### config.mk
export PLATFORM = sky130hd
export DESIGN_NAME = ddr4_init_sequencer
export DESIGN_NICKNAME = d
export VERILOG_FILES = /design/src/rtl/ddr4_init_sequencer.sv
export SDC_FILE = /design/constraint.sdc
export NUM_CORES = 1
export LEC_CHECK = 0
export CAP_MARGIN = 25
export CORE_MARGIN = 2
export CORE_UTILIZATION = 47
export CTS_CLUSTER_DIAMETER = 120
export CTS_CLUSTER_SIZE = 16
export DETAILED_ROUTE_END_ITERATION = 10
export PLACE_DENSITY = 0.76
export SLEW_MARGIN = 25
export SYNTH_ARGS = -nofsm -noshare
export SYNTH_HDL_FRONTEND = slang
export SYNTH_SLANG_ARGS = --single-unit
### constraint.sdc
create_clock -name clock_t -period 2.78 [get_ports clock_t]
set_input_delay 0.556 -clock clock_t [delete_from_list [all_inputs] [get_ports clock_t]]
set_output_delay 0.556 -clock clock_t [all_outputs]
set_load 0.005 [all_outputs]
### src/rtl/ddr4_init_sequencer.sv
// rtl/ddr4_init_sequencer.sv - DDR4 power-up init sequencer (reset, CKE, MRS, ZQCL); ZQCL stage enabled by INIT_ZQCL_EN
module ddr4_init_sequencer #(
    parameter int CNT_W    = 16,
    parameter int T_RESET  = 200,
    parameter int T_CKE_L  = 100,
    parameter int T_XPR    = 40,
    parameter int T_MRD    = 8,
    parameter int T_MOD    = 24,
    parameter int T_ZQINIT = 1024
) (
    input  logic        clock_t,
    input  logic        reset_n,
    input  logic        init_start,
    input  logic [97:0] mr_cfg,
    output logic        init_busy,
    output logic        init_done,
    output logic        dram_reset_n,
    output logic        cke,
    output logic        cs_n,
    output logic        act_n,
    output logic        ras_n_a16,
    output logic        cas_n_a15,
    output logic        we_n_a14,
    output logic [1:0]  bg,
    output logic [1:0]  ba,
    output logic [13:0] addr
);

    typedef enum logic [3:0] {
        S_IDLE,
        S_RST_LOW,
        S_CKE_WAIT,
        S_XPR_WAIT,
        S_MRS_ISSUE,
        S_MRD_WAIT,
        S_MOD_WAIT,
`ifdef INIT_ZQCL_EN
        S_ZQCL,
        S_ZQ_WAIT,
`endif
        S_DONE
    } state_t;

    // Counter load values: a state lasting T cycles starts at T-1 and exits on 0.
    // The MRS cycle itself counts as the first cycle of the following MRD/MOD gap.
    localparam logic [CNT_W-1:0] LD_RESET  = CNT_W'(T_RESET - 1);
    localparam logic [CNT_W-1:0] LD_CKE_L  = CNT_W'(T_CKE_L - 1);
    localparam logic [CNT_W-1:0] LD_XPR    = CNT_W'(T_XPR - 1);
    localparam logic [CNT_W-1:0] LD_MRD    = CNT_W'(T_MRD - 1);
    localparam logic [CNT_W-1:0] LD_MOD    = CNT_W'(T_MOD - 1);
`ifdef INIT_ZQCL_EN
    localparam logic [CNT_W-1:0] LD_ZQINIT = CNT_W'(T_ZQINIT - 1);
`endif
    localparam logic [2:0]       LAST_MR   = 3'd6;

    state_t             state;
    state_t             state_n;
    logic [CNT_W-1:0]   cnt;
    logic [CNT_W-1:0]   cnt_n;
    logic [2:0]         mr_idx;
    logic [2:0]         mr_idx_n;
    logic               capture;
    logic [97:0]        mr_q;

    logic [2:0]         mr_num;
    logic [13:0]        mr_data;
    logic               dram_reset_d;
    logic               cke_d;
    logic               cs_d;
    logic               act_d;
    logic               ras_d;
    logic               cas_d;
    logic               we_d;
    logic [1:0]         bg_d;
    logic [1:0]         ba_d;
    logic [13:0]        addr_d;
    logic               busy_d;
    logic               done_d;

    // State, delay counter, MR index and captured MR configuration
    always_ff @(posedge clock_t or negedge reset_n) begin
        if (!reset_n) begin
            state  <= S_IDLE;
            cnt    <= '0;
            mr_idx <= 3'd0;
            mr_q   <= '0;
        end else begin
            state  <= state_n;
            cnt    <= cnt_n;
            mr_idx <= mr_idx_n;
            if (capture) begin
                mr_q <= mr_cfg;
            end
        end
    end

    // Next-state, counter reload and MR index sequencing
    always_comb begin
        state_n  = state;
        cnt_n    = (cnt != '0) ? cnt - 1'b1 : cnt;
        mr_idx_n = mr_idx;
        capture  = 1'b0;
        case (state)
            S_IDLE, S_DONE: begin
                if (init_start) begin
                    state_n  = S_RST_LOW;
                    cnt_n    = LD_RESET;
                    mr_idx_n = 3'd0;
                    capture  = 1'b1;
                end
            end
            S_RST_LOW: begin
                if (cnt == '0) begin
                    state_n = S_CKE_WAIT;
                    cnt_n   = LD_CKE_L;
                end
            end
            S_CKE_WAIT: begin
                if (cnt == '0) begin
                    state_n = S_XPR_WAIT;
                    cnt_n   = LD_XPR;
                end
            end
            S_XPR_WAIT: begin
                if (cnt == '0) begin
                    state_n = S_MRS_ISSUE;
                    cnt_n   = LD_MRD;
                end
            end
            S_MRS_ISSUE: begin
                state_n = (mr_idx == LAST_MR) ? S_MOD_WAIT : S_MRD_WAIT;
            end
            S_MRD_WAIT: begin
                if (cnt == '0) begin
                    state_n  = S_MRS_ISSUE;
                    mr_idx_n = mr_idx + 3'd1;
                    cnt_n    = (mr_idx == LAST_MR - 3'd1) ? LD_MOD : LD_MRD;
                end
            end
            S_MOD_WAIT: begin
                if (cnt == '0) begin
`ifdef INIT_ZQCL_EN
                    state_n = S_ZQCL;
                    cnt_n   = LD_ZQINIT;
`else
                    state_n = S_DONE;
`endif
                end
            end
`ifdef INIT_ZQCL_EN
            S_ZQCL: begin
                state_n = (cnt == '0) ? S_DONE : S_ZQ_WAIT;
            end
            S_ZQ_WAIT: begin
                if (cnt == '0) begin
                    state_n = S_DONE;
                end
            end
`endif
            default: begin
                state_n = S_IDLE;
            end
        endcase
    end

    // MR issue order is MR3, MR6, MR5, MR4, MR2, MR1, MR0
    always_comb begin
        mr_num  = 3'd0;
        mr_data = mr_q[13:0];
        case (mr_idx_n)
            3'd0:    begin mr_num = 3'd3; mr_data = mr_q[55:42]; end
            3'd1:    begin mr_num = 3'd6; mr_data = mr_q[97:84]; end
            3'd2:    begin mr_num = 3'd5; mr_data = mr_q[83:70]; end
            3'd3:    begin mr_num = 3'd4; mr_data = mr_q[69:56]; end
            3'd4:    begin mr_num = 3'd2; mr_data = mr_q[41:28]; end
            3'd5:    begin mr_num = 3'd1; mr_data = mr_q[27:14]; end
            default: begin mr_num = 3'd0; mr_data = mr_q[13:0];  end
        endcase
    end

    // Pin values for the upcoming cycle, decoded from the next state; DES unless a command
    always_comb begin
        dram_reset_d = !(state_n inside {S_IDLE, S_RST_LOW});
        cke_d        = !(state_n inside {S_IDLE, S_RST_LOW, S_CKE_WAIT});
        busy_d       = !(state_n inside {S_IDLE, S_DONE});
        done_d       = (state_n == S_DONE);
        cs_d         = 1'b1;
        act_d        = 1'b1;
        ras_d        = 1'b1;
        cas_d        = 1'b1;
        we_d         = 1'b1;
        bg_d         = 2'b00;
        ba_d         = 2'b00;
        addr_d       = 14'd0;
        if (state_n == S_MRS_ISSUE) begin
            cs_d   = 1'b0;
            ras_d  = 1'b0;
            cas_d  = 1'b0;
            we_d   = 1'b0;
            bg_d   = {1'b0, mr_num[2]};
            ba_d   = mr_num[1:0];
            addr_d = mr_data;
        end
`ifdef INIT_ZQCL_EN
        if (state_n == S_ZQCL) begin
            cs_d   = 1'b0;
            we_d   = 1'b0;
            addr_d = 14'h0400;
        end
`endif
    end

    // Registered pins so the command bus is glitch-free
    always_ff @(posedge clock_t or negedge reset_n) begin
        if (!reset_n) begin
            dram_reset_n <= 1'b0;
            cke          <= 1'b0;
            cs_n         <= 1'b1;
            act_n        <= 1'b1;
            ras_n_a16    <= 1'b1;
            cas_n_a15    <= 1'b1;
            we_n_a14     <= 1'b1;
            bg           <= 2'b00;
            ba           <= 2'b00;
            addr         <= 14'd0;
            init_busy    <= 1'b0;
            init_done    <= 1'b0;
        end else begin
            dram_reset_n <= dram_reset_d;
            cke          <= cke_d;
            cs_n         <= cs_d;
            act_n        <= act_d;
            ras_n_a16    <= ras_d;
            cas_n_a15    <= cas_d;
            we_n_a14     <= we_d;
            bg           <= bg_d;
            ba           <= ba_d;
            addr         <= addr_d;
            init_busy    <= busy_d;
            init_done    <= done_d;
        end
    end

endmodule

# --- Word level (Yosys, flattened, before mapping) ---
# Cells that the tools add are included.
# Widths: inputs -> output; s select.
op_classes:
  n_shift: 0
  add_sub_neg: 2
  n_reduce_logical: 13
  mux: 26
  n_bitwise: 0
  magnitude_cmp: 0
  multipliers: 0
  div: 0
  eq_ne: 18
op_table:
  columns: ["cell", "count"]
  rows:
  - ["$mux 16", 6]
  - ["$pmux 14 s6", 1]
  - ["$pmux 16 s5", 1]
  - ["$eq 4x3->1 const B", 6]
  - ["$pmux 4 s6", 1]
  - ["$mux 4", 5]
  - ["$pmux 3 s6", 1]
  - ["$logic_not 16->1", 1]
  - ["$reduce_bool 16->1", 1]
  - ["$sub 16x1->16 const B", 1]
  - ["$mux 14", 1]
  - ["$eq 3x3->1 const B", 4]
  - ["$eq 4x2->1 const B", 3]
  - ["$eq 4x1->1 const B", 2]
  - ["$logic_not 4->1", 2]
  - ["$eq 3x2->1 const B", 2]
  - ["$mux 3", 2]
  - ["$pmux 3 s2", 1]
  - ["$mux 5", 1]
  - ["$mux 1", 4]
  - ["$mux 2", 2]
  - ["$reduce_bool 2->1", 2]
  - ["$reduce_or 2->1", 2]
  - ["$add 3x1->3 const B", 1]
  - ["4 further kinds", 6]
totals:
  latch_bits: 0
  ram_bits: 0
  word_cells: 71
  mem_count: 0
  out_inout_bits: 27
  romBits: 0
  regBits: 144
  input_bits: 101

# --- Longest topological paths before layout ---
depth:
  depth_word: 6
  mapped_depth: 12
  mapped_depth_nobuf: 11

# --- Least setup slack after synthesis ---
# Ideal clock, no wire load.
synth_timing:
  path_type: "register to register"
  start: "register cnt[0]"
  end: "register addr[1]"
  path_buffers: 2
  t_required_ns: 2.658
  path_slack_ns: 0.081
  stages_incl_launch_ff: 12
  setup_ns: 0.122
  t_arrival_ns: 2.577
  cell_sequence: "dfrtp_1 inv_1 ha_1 or3b_2 or4_4 buf_6 o21ai_2 o21ai_2 buf_6 a221oi_2 o21ai_1 o2111a_1"
synth_between:
  elab_chain_len: 6
synth_lines:
  columns: ["item", "line", "text"]
  rows:
  - ["from (decl)", "58", "logic [CNT_W-1:0] cnt;"]
  - ["from (signal assigned)", "89", "cnt <= cnt_n;"]
  - ["$logic_not 16->1 (*)", null, null]
  - ["$mux 3", "134", "if (cnt == '0) begin"]
  - ["$pmux 3 s2", "103", "case (state)"]
  - ["$eq 3x3->1 (tied with other cells)", "170", "case (mr_idx_n)"]
  - ["$pmux 14 s6", "170", null]
  - ["$mux 14 (*)", "195", "if (state_n == S_MRS_ISSUE) begin"]
  - ["via addr_d[1]", "76", "logic [13:0] addr_d;"]
  - ["to (signal assigned)", "238", "addr <= addr_d;"]
  - ["to (decl)", "26", "output logic [13:0] addr"]
# Mark *: on every way through the listed nets, which the timed path passes. The rest lies on a longest branch.
# A chain may end at the register's enable or synchronous reset.

# --- Worst setup path after layout ---
layout_timing:
  start: "register cnt[1]"
  end: "register addr[1]"
# Same word-level chain as after synthesis.

==> impl_metrics.tcl <==
set metrics [dict create \
    numCtsBuffers 17 \
    power_frac_seq_pct 46.0 \
    avgViaCountPerCell 5.43 \
    tightest_slew_ns 0.662 \
    ys_seq_elements 143 \
    p_comb_share_pct 14.8 \
    syn_avg_cell_area_um2 9.06 \
    fin_cells 1115 \
    outcome "complete, but fails checks" \
    hold_violations 0 \
    fin_ws_ns -0.0301 \
    critPathCaptureType "flip-flop" \
    finalPower_mw 5.68 \
    dpl.cell_count 1050 \
    drive_gt1_share_pct 18.8 \
    clk_path_buf_depth 2 \
    required_ns 3.10 \
    grt_pass1_vias 5798 \
    worst_hold_path_type "in -> async" \
    nets 1029 \
    finalSetupViolCount 6 \
    coreArea_mm2 0.0140 \
    max_cap_viol_count 0 \
    vdd_drop_max_mv 0.483 \
    async_reset_ff_share_pct 100 \
    clk_latency_ns 0.43 \
    slew_violations 0 \
    gr-usage-met1_pct 36.6 \
    pin_count 128 \
    yosysWarnings 0 \
    cts_tree "yes" \
    critPathMaxStageDelay_ns 0.55 \
    synth_top_flop_cell "dfrtp_1" \
    synthesis.area_mm2 0.00677 \
    switching_share_pct 27.4 \
    power_density_mw_per_mm2 592 \
    violations "setup timing" \
    grt_max_degree 102 \
    synth-seq-area-share_pct 52.9 \
    drt_iter0_drc 662 \
    r2r_cells 12 \
    crit_chain "inv_2 > ha_4 > or3b_4 > or4_4 > buf_12 > buf_6 > nor2_4 > a31oi_1 > o21ai_2 > buf_4 > nand3_1 > o2111a_1" \
    finalWirelength_um 20100 \
    crit_arrival_ns 3.13 \
    clkSinkCount 143 \
    p_sw_mw 1.56 \
    synth_top_area_share_pct 52.5 \
    clkPwrFrac_pct 39.1 \
    ant_nets 0 \
    grt_pass1_wl_um 30400 \
    die-height_um 124 \
    synth_edf_count 0 \
    utilization_pct 68.5 \
    drcViolationCount 0 \
    relSlewSlack_pct 55.9 \
    crit_slowest_cell "or4_4" \
    fin_crit_ns 2.81 \
    track_usage_pct 26.3 \
    globalRouteOverflowTotal 0 \
    io_buffers 125 \
    rsz0062_at_grt "yes" \
    path_class "reg -> reg" \
    critPathBufInv 4 \
    die_width_um 124 \
    start_util_pct 48.4 \
    rows 43 \
    crit_family "simple AND/OR/NAND/NOR gates" \
    diodes 0 \
    firstDrtPassIters 5 \
    globalRouteMet3Util_pct 5.91 \
    synth_top_area_cell "dfrtp_1" \
    fmaxAchievable_mhz 356 \
    post-route-period-util_pct 101 \
    internal_power_mw 4.12 \
    clock_skew_ns 0.00956 \
    grt.busiest_layer "met2" \
    pre_cts_slack_ns -0.348 \
    yosys-top-cells-area "dfrtp_1 52%, nand2_1 18%, mux2i_1 2.1%" \
    die_area_mm2 0.0154 \
    grt_use_met2_pct 40.6 \
    path_depth 12 \
    start_kind "flip-flop" \
    wl_per_cell_um 18.0 \
    fin_tns_setup_ns -0.0948 \
    antenna_found_initial 0 \
    h-tree-depth 4 \
    syn_inst 747 \
    root_buffer "clkbuf_16" \
    p_leak_nw 4.57 \
    areaGrowthSynthToFinish_pct 41.6 \
    hpwl_um 12700 \
    yosysUniqueCellTypes 63 \
    clkTransAtPathRegs_ns 0.06 \
    gp_congestion 0.902 \
    critPathMaxFanout 5 \
    vias 6051 \
]
path summary, 6_finish.rpt:
| path | from | endpoint | slack [ns] |
|---|---|---|---|
| min in group clock_t | mr_q[94]$_DFFE_PN0P_ | mr_q[94]$_DFFE_PN0P_ | 0.48 |
| max | cnt[1]$_DFF_PN0_ | addr[1]$_DFF_PN0_ | -0.03 |
| max reg2reg | cnt[1]$_DFF_PN0_ | addr[1]$_DFF_PN0_ | -0.03 |
| min reg2reg | mr_q[94]$_DFFE_PN0P_ | mr_q[94]$_DFFE_PN0P_ | 0.48 |
| min | reset_n | mr_q[59]$_DFFE_PN0P_ | 0.15 |
| max in group asynchronous | reset_n | we_n_a14$_DFF_PN1_ | 1.92 |
flip-flops by register name, indices dropped and copies added, names as in the netlist:
register and cells:
mr_q 98, cnt 16, addr 14, state 4, mr_idx 3, ba 2, bg 1, cke 1
dram_reset_n 1, init_busy 1, init_done 1, we_n_a14 1
cell usage after synthesis, types with 4 or more instances:
cell type,number
a221oi_2,6
o2111a_1,8
ha_1,5
buf_6,5
a31oi_1,6
o21ai_0,12
nand2_1,326
mux2i_1,14
buf_4,9
buf_2,7
xnor2_1,8
or3_1,5
a21oi_1,13
o21ai_1,11
a21o_1,6
nor4_1,5
clkbuf_1,27
nand4_1,5
nor2_1,17
nor3_1,9
inv_1,13
a221oi_1,6
nand3_1,13
xor2_1,4
dfrtp_1,142
metrics by stage:
stage	hold slack (ns)	cell area, um2
floorplan	0.260	6780
global placement	0.458	8390
detailed placement	0.463	8390
CTS	0.162	9250
global route	0.186	9590
finish	0.149	9590
final cells by class:
class	instances	area [um2]
Clock buffer	22	454
Sequential cell	143	3580
Timing Repair Buffer	201	1950
Timing Repair inverter	2	12.5
Fill cell	1034	4400
Tap cell	180	225
Clock inverter	9	110
Inverter	18	80.1
Multi-Input combinational cell	540	3180
power groups by stage:
stage          sequential (mW)  combinational (mW)  clock (mW)
4_1_cts                   2.59               0.786        2.23
5_1_grt                   2.64               0.945        2.34
6_report                  2.61               0.842        2.22
2_1_floorplan             2.53               0.432           0
3_5_place_dp              2.61               0.772           0
3_3_place_gp              2.61               0.746           0
cell families after synthesis:
logic type	after synthesis	share of synthesized area [%]
buffers and inverters	66	4.95
DFF	143	52.9
other	2	0.111
adders and majority gates	5	0.924
xor gates and xnor gates	12	1.55
AOI/OAI and AO/OA	97	11.1
muxes	17	2.57
and+or+nand+nor	405	25.9
layout by cell type (no fill, tap or decap), drive strengths merged, types with 3 or more instances in the layout:
cell           instances
clkinvlp               4
ha                     5
inv                   17
a31o                   3
or4                    5
mux2                   3
nand2                327
clkdlybuf4s50        124
o21a                   3
dfrtp                142
nand3                 13
nand4                  5
clkinv                 6
or3                    5
a211oi                 3
a21o                   6
clkbuf                22
nor3                  12
nor2                  20
xnor2                  8
o221ai                 3
a221oi                12
nor4                   9
buf                   77
a32oi                  3
o21ai                 26
a31oi                  6
conb                   3
a21oi                 14
xor2                   4
o2111a                 8
mux2i                 14
metal layers:
layer	vias to the layer above	routed length, um	part of all wire (%)
met3	49	1540	7.6
met1	2875	8230	41
met2	297	9750	48
li1	2830	-	-
met5	-	0	0
met4	0	594	3.0
timing repair:
item,4_1_cts,5_1_grt
buffers inserted,14,15
setup endpoints to repair,16,30
pin swaps,11,22
cloned,3,2
hold endpoints to repair,0,0
resized for setup,20,41
hold buffers,0,0
(Power assumes the default switching activity.)
